===== src/rtl/fir_pkg.sv =====
// Shared types and the fixed register map for the 4-tap FIR controller.
package fir_pkg;

  localparam int unsigned OP_W    = 3;
  localparam int unsigned STATE_W = 5;

  typedef enum logic [OP_W-1:0] {
    OP_NOP  = 3'd0,
    OP_COPY = 3'd1,
    OP_LOAD = 3'd2,
    OP_ADD  = 3'd4,
    OP_SUB  = 3'd5,
    OP_MUL  = 3'd6
  } op_t;

  typedef enum logic [STATE_W-1:0] {
    IDLE, SORT1, SORT2, SORT3, STORE, ZERO,
    MUL1, ADD1, MUL2, SUB2, MUL3, ADD3, MUL4, SUB4,
    EIDLE,
    LDF0, WT0, LDF1, WT1, LDF2, WT2, LDF3, WT3
  } ctrl_state_t;

  // Datapath register-file map
  localparam int unsigned R_ACC = 0;
  localparam int unsigned R_S1  = 1;
  localparam int unsigned R_S2  = 2;
  localparam int unsigned R_S3  = 3;
  localparam int unsigned R_S4  = 4;
  localparam int unsigned R_F0  = 5;
  localparam int unsigned R_F1  = 6;
  localparam int unsigned R_F2  = 7;
  localparam int unsigned R_F3  = 8;
  localparam int unsigned R_TMP = 9;

endpackage


===== src/rtl/fir_controller_if.sv =====
// Control bundle between the FIR sequencer, the AHB-lite slave and the datapath.
interface fir_controller_if #(parameter int unsigned RADDR_W = 4);
  import fir_pkg::*;

  logic               dr;
  logic               lc;
  logic               overflow;
  op_t                op;
  logic [RADDR_W-1:0] src1;
  logic [RADDR_W-1:0] src2;
  logic [RADDR_W-1:0] dest;
  logic               ext_sel;
  logic [1:0]         coefficient_num;
  logic               cnt_up;
  logic               modwait;
  logic               err;

  modport master (
    input  dr, lc, overflow,
    output op, src1, src2, dest, ext_sel, coefficient_num, cnt_up, modwait, err
  );

  modport slave (
    output dr, lc, overflow,
    input  op, src1, src2, dest, ext_sel, coefficient_num, cnt_up, modwait, err
  );
endinterface


===== src/rtl/fir_controller.sv =====
// Moore sequencer for the 4-tap FIR datapath: sample shift/load, MAC sequence, coefficient load.
module fir_controller
  import fir_pkg::*;
#(
  parameter int unsigned RADDR_W = 4
) (
  input  logic               clk,
  input  logic               n_rst,
  fir_controller_if.master   bus
);

  ctrl_state_t        state, state_n;
  op_t                op_n;
  logic [RADDR_W-1:0] src1_n, src2_n, dest_n;
  logic               ext_sel_n, cnt_up_n, modwait_n, err_n;
  logic [1:0]         coef_n;

  // State register; outputs are registered as the decode of the incoming state
  always_ff @(posedge clk or negedge n_rst) begin
    if (!n_rst) begin
      state               <= IDLE;
      bus.op              <= OP_NOP;
      bus.src1            <= '0;
      bus.src2            <= '0;
      bus.dest            <= '0;
      bus.ext_sel         <= 1'b0;
      bus.coefficient_num <= 2'd0;
      bus.cnt_up          <= 1'b0;
      bus.modwait         <= 1'b0;
      bus.err             <= 1'b0;
    end else begin
      state               <= state_n;
      bus.op              <= op_n;
      bus.src1            <= src1_n;
      bus.src2            <= src2_n;
      bus.dest            <= dest_n;
      bus.ext_sel         <= ext_sel_n;
      bus.coefficient_num <= coef_n;
      bus.cnt_up          <= cnt_up_n;
      bus.modwait         <= modwait_n;
      bus.err             <= err_n;
    end
  end

  // Next-state selection and output decode of that next state
  always_comb begin
    state_n   = state;
    op_n      = OP_NOP;
    src1_n    = '0;
    src2_n    = '0;
    dest_n    = '0;
    ext_sel_n = 1'b0;
    coef_n    = 2'd0;
    cnt_up_n  = 1'b0;
    err_n     = 1'b0;

    case (state)
      IDLE, EIDLE: begin
        if (bus.dr)      state_n = SORT1;
        else if (bus.lc) state_n = LDF0;
      end
      SORT1: state_n = SORT2;
      SORT2: state_n = SORT3;
      SORT3: state_n = STORE;
      STORE: state_n = ZERO;
      ZERO:  state_n = MUL1;
      MUL1:  state_n = ADD1;
      ADD1:  state_n = bus.overflow ? EIDLE : MUL2;
      MUL2:  state_n = SUB2;
      SUB2:  state_n = bus.overflow ? EIDLE : MUL3;
      MUL3:  state_n = ADD3;
      ADD3:  state_n = bus.overflow ? EIDLE : MUL4;
      MUL4:  state_n = SUB4;
      SUB4:  state_n = bus.overflow ? EIDLE : IDLE;
      LDF0:  state_n = WT0;
      WT0:   state_n = LDF1;
      LDF1:  state_n = WT1;
      WT1:   state_n = LDF2;
      LDF2:  state_n = WT2;
      WT2:   state_n = LDF3;
      LDF3:  state_n = WT3;
      WT3:   state_n = IDLE;
      default: state_n = IDLE;
    endcase

    modwait_n = !(state_n inside {IDLE, EIDLE});

    case (state_n)
      SORT1: begin op_n = OP_COPY; src1_n = RADDR_W'(R_S3); dest_n = RADDR_W'(R_S4); end
      SORT2: begin op_n = OP_COPY; src1_n = RADDR_W'(R_S2); dest_n = RADDR_W'(R_S3); end
      SORT3: begin op_n = OP_COPY; src1_n = RADDR_W'(R_S1); dest_n = RADDR_W'(R_S2); end
      STORE: begin op_n = OP_LOAD; dest_n = RADDR_W'(R_S1); cnt_up_n = 1'b1; end
      ZERO: begin
        op_n = OP_SUB; src1_n = RADDR_W'(R_ACC); src2_n = RADDR_W'(R_ACC); dest_n = RADDR_W'(R_ACC);
      end
      MUL1: begin op_n = OP_MUL; src1_n = RADDR_W'(R_S1); src2_n = RADDR_W'(R_F0); dest_n = RADDR_W'(R_TMP); end
      MUL2: begin op_n = OP_MUL; src1_n = RADDR_W'(R_S2); src2_n = RADDR_W'(R_F1); dest_n = RADDR_W'(R_TMP); end
      MUL3: begin op_n = OP_MUL; src1_n = RADDR_W'(R_S3); src2_n = RADDR_W'(R_F2); dest_n = RADDR_W'(R_TMP); end
      MUL4: begin op_n = OP_MUL; src1_n = RADDR_W'(R_S4); src2_n = RADDR_W'(R_F3); dest_n = RADDR_W'(R_TMP); end
      ADD1, ADD3: begin
        op_n = OP_ADD; src1_n = RADDR_W'(R_ACC); src2_n = RADDR_W'(R_TMP); dest_n = RADDR_W'(R_ACC);
      end
      SUB2, SUB4: begin
        op_n = OP_SUB; src1_n = RADDR_W'(R_ACC); src2_n = RADDR_W'(R_TMP); dest_n = RADDR_W'(R_ACC);
      end
      EIDLE: err_n = 1'b1;
      LDF0: begin op_n = OP_LOAD; dest_n = RADDR_W'(R_F0); ext_sel_n = 1'b1; coef_n = 2'd0; end
      WT0:  coef_n = 2'd0;
      LDF1: begin op_n = OP_LOAD; dest_n = RADDR_W'(R_F1); ext_sel_n = 1'b1; coef_n = 2'd1; end
      WT1:  coef_n = 2'd1;
      LDF2: begin op_n = OP_LOAD; dest_n = RADDR_W'(R_F2); ext_sel_n = 1'b1; coef_n = 2'd2; end
      WT2:  coef_n = 2'd2;
      LDF3: begin op_n = OP_LOAD; dest_n = RADDR_W'(R_F3); ext_sel_n = 1'b1; coef_n = 2'd3; end
      WT3:  coef_n = 2'd3;
      default: ;
    endcase
  end

endmodule


===== src/flat_wrapper.sv =====
// flat-port wrapper written by rule: the top's interface ports become plain ports
module fir_controller_flat import fir_pkg::*;
#(
  parameter int unsigned RADDR_W = 4
)
  (clk, n_rst, bus_dr, bus_lc, bus_overflow, bus_op, bus_src1, bus_src2, bus_dest, bus_ext_sel, bus_coefficient_num, bus_cnt_up, bus_modwait, bus_err);
  fir_controller_if #(.RADDR_W(RADDR_W)) bus_i ();
  input  logic clk;
  input  logic n_rst;
  input wire logic [$bits(bus_i.dr)-1:0] bus_dr;
  input wire logic [$bits(bus_i.lc)-1:0] bus_lc;
  input wire logic [$bits(bus_i.overflow)-1:0] bus_overflow;
  output wire logic [$bits(bus_i.op)-1:0] bus_op;
  output wire logic [$bits(bus_i.src1)-1:0] bus_src1;
  output wire logic [$bits(bus_i.src2)-1:0] bus_src2;
  output wire logic [$bits(bus_i.dest)-1:0] bus_dest;
  output wire logic [$bits(bus_i.ext_sel)-1:0] bus_ext_sel;
  output wire logic [$bits(bus_i.coefficient_num)-1:0] bus_coefficient_num;
  output wire logic [$bits(bus_i.cnt_up)-1:0] bus_cnt_up;
  output wire logic [$bits(bus_i.modwait)-1:0] bus_modwait;
  output wire logic [$bits(bus_i.err)-1:0] bus_err;
  assign bus_i.dr = bus_dr;
  assign bus_i.lc = bus_lc;
  assign bus_i.overflow = bus_overflow;
  assign bus_op = bus_i.op;
  assign bus_src1 = bus_i.src1;
  assign bus_src2 = bus_i.src2;
  assign bus_dest = bus_i.dest;
  assign bus_ext_sel = bus_i.ext_sel;
  assign bus_coefficient_num = bus_i.coefficient_num;
  assign bus_cnt_up = bus_i.cnt_up;
  assign bus_modwait = bus_i.modwait;
  assign bus_err = bus_i.err;
  fir_controller #(.RADDR_W(RADDR_W)) u_core (.clk(clk), .n_rst(n_rst), .bus(bus_i));
endmodule

===== config.mk =====
export PLATFORM = sky130hd
export DESIGN_NAME = fir_controller_flat
export DESIGN_NICKNAME = d
export VERILOG_FILES = /design/src/rtl/fir_pkg.sv /design/src/rtl/fir_controller_if.sv /design/src/rtl/fir_controller.sv /design/src/flat_wrapper.sv
export SDC_FILE = /design/constraint.sdc
export NUM_CORES = 1
export LEC_CHECK = 0
export BUFFER_PORTS_ARGS = -buffer_cell sky130_fd_sc_hd__buf_2
export CAP_MARGIN = 30
export CORE_UTILIZATION = 35
export DETAILED_ROUTE_END_ITERATION = 10
export GPL_TIMING_DRIVEN = 0
export SYNTH_ARGS = -nofsm -noshare
export SYNTH_HDL_FRONTEND = slang
export SYNTH_SLANG_ARGS = --single-unit

===== constraint.sdc =====
create_clock -name clk -period 5.3 [get_ports clk]
set_input_delay 1.06 -clock clk [delete_from_list [all_inputs] [get_ports clk]]
set_output_delay 1.06 -clock clk [all_outputs]
set_load 0.05 [all_outputs]

; ---- Word-level counts from Yosys, hierarchy flattened
; Index checks and enable logic that the tools add are counted.
[op_classes]
n_mux = 15
reduce_logical = 18
eq_ne = 42
[op_table]
columns = cell, count
row1 = $pmux W5 S21, 1
row2 = $eq A5 B4 Y1 const B, 16
row3 = $eq A5 B5 Y1 const B, 12
row4 = $eq A5 B3 Y1 const B, 8
row5 = $pmux W4 S9, 1
row6 = $eq A5 B2 Y1 const B, 4
row7 = $pmux W4 S5, 1
row8 = $reduce_or A2 Y1, 8
row9 = $pmux W3 S5, 1
row10 = $pmux W3 S4, 1
row11 = $reduce_or A4 Y1, 3
row12 = $eq A5 B1 Y1 const B, 2
row13 = $logic_not A5 Y1, 2
row14 = $mux W5, 2
row15 = $mux W3, 2
row16 = $pmux W2 S3, 1
row17 = $reduce_or A3 Y1, 2
row18 = $reduce_or A5 Y1, 1
row19 = $mux W4, 1
row20 = $mux W1, 3
row21 = $mux W2, 1
row22 = $reduce_bool A2 Y1, 1
row23 = $logic_not A1 Y1, 1
[totals]
input_bits = 5
output_inout_bits = 21
register_bits = 25

; ---- Logic depth before layout (Yosys ltp)
[logic_depth]
ltp_word = 6
depth_mapped = 8
ltp_nobuf = 6

; ---- Worst setup path before layout
; OpenSTA, ideal clock, no wires.
[synth_path]
path_type = input to register
from = in bus_overflow
to = reg u_core.bus.op[1]
required_time_ns = 5.169
path_slack_ns = 2.761
arrival_time_ns = 2.407
path_stages = 6
path_cell_list = a21bo_1 -> a221oi_4 -> nand4_4 -> o21a_4 -> a31o_1 -> or3_1
[synth_between]
elab_chain_cells = 5
elab_cells_between_ends = 28
[synth_rtl]
columns = item, line_no
row1 = "start, declared", flat_wrapper.sv:12  ; input wire logic [$bits(bus_i.overflow)-1:0] bus_overflow;
row2 = $mux W4 (tied with other cells), fir_controller.sv:74  ; SUB4: state_n = bus.overflow ? EIDLE : IDLE;
row3 = $pmux W5 S21 (*), fir_controller.sv:57  ; case (state)
row4 = via u_core.state_n[1], fir_controller.sv:12  ; ctrl_state_t state, state_n;
row5 = $eq A5 B4 Y1 (tied with other cells), fir_controller.sv:88  ; case (state_n)
row6 = $reduce_or A5 Y1 (no source line) (tied with other cells), n/a
row7 = $pmux W3 S5 (*), fir_controller.sv:88
row8 = via u_core.op_n[1], fir_controller.sv:13  ; op_t op_n;
row9 = "end signal, assigned", fir_controller.sv:33  ; bus.op <= op_n;
row10 = "end, declared", fir_controller_if.sv:20  ; output op, src1, src2, dest, ext_sel, coefficient_num, cnt_up, modwait, err
; The timed path passes the listed nets; every way through them passes the cells marked *.

; ---- Final worst setup path
; Ends and elaborated chain as after synthesis.

==> flow_metrics.tcl <==
set metrics [dict create \
    ys_seq_area_share_pct 42.8 \
    die_h_um 66.6 \
    outcome "finished, final reports clean" \
    tightest_slew_ps 602 \
    initial_core_util_pct 36.6 \
    antenna_found_initial 0 \
    fp.dieW_um 66.6 \
    ff2ff_path_depth 7 \
    grt_pass1_vias 1083 \
    hold_viol 0 \
    dpl.hpwl_mm 2.41 \
    path_buf_inv 1 \
    yosys_warnings 0 \
    synth_mux_area_share_pct 2.05 \
    insertion_delay_ps 270 \
    core_um2 4000 \
    synth_area_per_cell_um2 10.4 \
    crit_required_ps 5460 \
    synth_compound_area_share_pct 21.5 \
    relSlewSlack_pct 59.7 \
    r2r_end "u_core.bus.dest[3]" \
    cp_slowest_cell "or3_1" \
    ant_nets 0 \
    wl_mm 3.32 \
    overflow 0 \
    drv_cap 0 \
    crit_family "compound AO/OA/AOI/OAI gates" \
    wl_per_cell_um 15.2 \
    htreeDepth 1 \
    drt_iter0_drc 28 \
    post_dp_cell_area_um2 1650 \
    slew_violations 0 \
    syn_inst 140 \
    synth_xor_area_share_pct 2.40 \
    first_pass_iters 4 \
    synthesis.nets 145 \
    min_period_ps 2540 \
    synth_edf_count 0 \
    end_kind "flip-flop" \
    fin_area_um2 1690 \
    cts_post_setup_buffers_inserted 0 \
    final_core_util_pct 42.4 \
    synthAdderAreaFrac_pct 0 \
    synth_top_family_by_area "simple AND/OR/NAND/NOR gates" \
    hold_path.startpoint "u_core.state[4]" \
    fin_skew_ps 2.36 \
    synthesis.area_um2 1460 \
    synthTopCellsByArea "dfrtp_1 (43%), buf_6 (4.6%), nand2_1 (3.6%)" \
    antennaDiodeCount 0 \
    synth-simple-area-share_pct 22.7 \
    ff2ff_setup_slack_ps 3060 \
    drive_above_1_share_pct 31.5 \
    num-fill-cells 376 \
    rows 23 \
    max_clock_freq_mhz 394 \
    critical_path_class "in -> reg" \
    routed-via-count 1161 \
    synth-seq-cells 25 \
    setup.worst_path.start "bus_overflow" \
    synth_top_area_share_pct 42.8 \
    grt_pass1_wl_mm 5.47 \
    min_delay_worst_endpoint "u_core.bus.coefficient_num[1]" \
    place_congestion 0.892 \
    root_buffer "clkbuf_8" \
    yosys_most_used_dff "dfrtp_1" \
    cts_max_path_buffers 2 \
    cts_resized 0 \
    rsz0062_at_grt "false" \
    synthArstFlopShare_pct 100 \
    timing.rr.start "u_core.state[1]" \
    fin_tns_setup_ps 0 \
    max_stage_delay_ps 360 \
    ys_top_cells_by_count "dfrtp_1 (25), nand2_1 (14), nor2_1 (9)" \
    startpoint_type "primary input" \
    hold_slack_ps 695 \
    period_share_pct 47.8 \
    crit_arrival_ps 2690 \
    ys_types 54 \
    cp_cell_sequence "buf_2 -> a21bo_1 -> a221oi_4 -> nand4_4 -> o21a_4 -> a31o_1 -> or3_1" \
    viasPerCell 5.33 \
    io_pins 26 \
    hold_depth 2 \
    synth_top_area_cell "dfrtp_1" \
    cts_tree "built" \
    clock-sinks 25 \
    hp-class "reg -> reg" \
    design.die.area_um2 4440 \
    synthMostInstantiatedCell "dfrtp_1" \
    cts_buffers 3 \
    nets 174 \
    grt_max_degree 26 \
    synthToLayoutAreaGrowth_pct 15.8 \
    cts_hold_buf 0 \
    grt_use_total_pct 16.6 \
    port_buffers 24 \
    clkTransAtPathRegs_ps 90 \
    setup_viol 0 \
    drc 0 \
    cp_max_fo 9 \
]
[tightest hold or removal path, delay by kind of cell (launching register included)]
family	cells	cell delay (ps)
DFF	1	450
and+or+nand+nor	2	220
[per-layer routing]
| metal | vias up | global-route usage (%) | part of all wire [%] |
|---|---|---|---|
| li1 | 553 | - | - |
| met1 | 573 | 22.1 | 47 |
| met2 | 29 | 26.4 | 48 |
| met3 | 6 | 1.71 | 3.4 |
| met4 | 0 | 8.24 | 1.9 |
| met5 | - | 0 | 0 |
[cells in the final DEF, fill, tap and decap left out, types with 2 or more instances in the layout]
| master | n |
|---|---|
| nor4_1 | 2 |
| a32o_1 | 2 |
| buf_2 | 24 |
| dfrtp_1 | 25 |
| or2_1 | 2 |
| buf_6 | 6 |
| and2b_1 | 2 |
| and3b_1 | 2 |
| nor2_1 | 9 |
| xor2_1 | 2 |
| o31ai_1 | 2 |
| or3_1 | 2 |
| clkbuf_8 | 4 |
| o21ai_0 | 4 |
| nor3_1 | 6 |
| nor2_2 | 2 |
| a21oi_1 | 7 |
| o211ai_1 | 3 |
| mux2i_1 | 3 |
| inv_1 | 6 |
| xnor2_1 | 2 |
| nand2_1 | 14 |
| buf_4 | 2 |
| a22oi_1 | 2 |
| nand3_1 | 2 |
[worst max-delay path by stage]
stage / to / slack (ps) / cells after the start
3_3_place_gp: u_core.bus.op[1] / 2490 / 7
3_5_place_dp: u_core.bus.op[1] / 2480 / 7
4_1_cts: u_core.bus.op[1] / 2770 / 7
2_1_floorplan: u_core.bus.op[1] / 2760 / 6
6_report: u_core.bus.op[1] / 2760 / 7
5_1_grt: u_core.bus.dest[3] / 2670 / 7
[metrics by stage]
step           setup WS [ps]  cells
5_1_grt                 2670    218
3_5_place_dp            2480    214
2_1_floorplan           2760    140
3_3_place_gp            2490    214
6_report                2760    218
4_1_cts                 2770    218
[sequential cells by signal, indices dropped and copies added (netlist names), 2 cells and up]
| name | count |
|---|---|
| u_core.bus.coefficient_num | 2 |
| u_core.bus.src2 | 4 |
| u_core.bus.dest | 4 |
| u_core.bus.op | 3 |
| u_core.bus.src1 | 3 |
| u_core.state | 5 |
[layout make-up]
cell class / count / area, um^2 / share of cell area, %
timing repair buffer: 24 / 120 / 7.09
clock buffer: 3 / 41.3 / 2.44
buffer: 9 / 96.3 / 5.69
multi-input combinational: 99 / 714 / 42.2
sequential: 25 / 626 / 36.9
inverter: 7 / 26.3 / 1.55
tap: 50 / 62.6 / 3.69
clock inverter: 1 / 7.51 / 0.443
[logic make-up (layout without fill, tap and decap cells)]
family | count (synthesis) | count (layout)
AND/OR/NAND/NOR | 56 | 56
multiplexers | 3 | 3
buffers and inverters | 16 | 44
flip-flops | 25 | 25
AO/OA/AOI/OAI | 35 | 35
other | 1 | 1
XOR/XNOR | 4 | 4
Power is not shown: default switching activity piles up to over one toggle a cycle in this logic, so the estimate is an artifact.
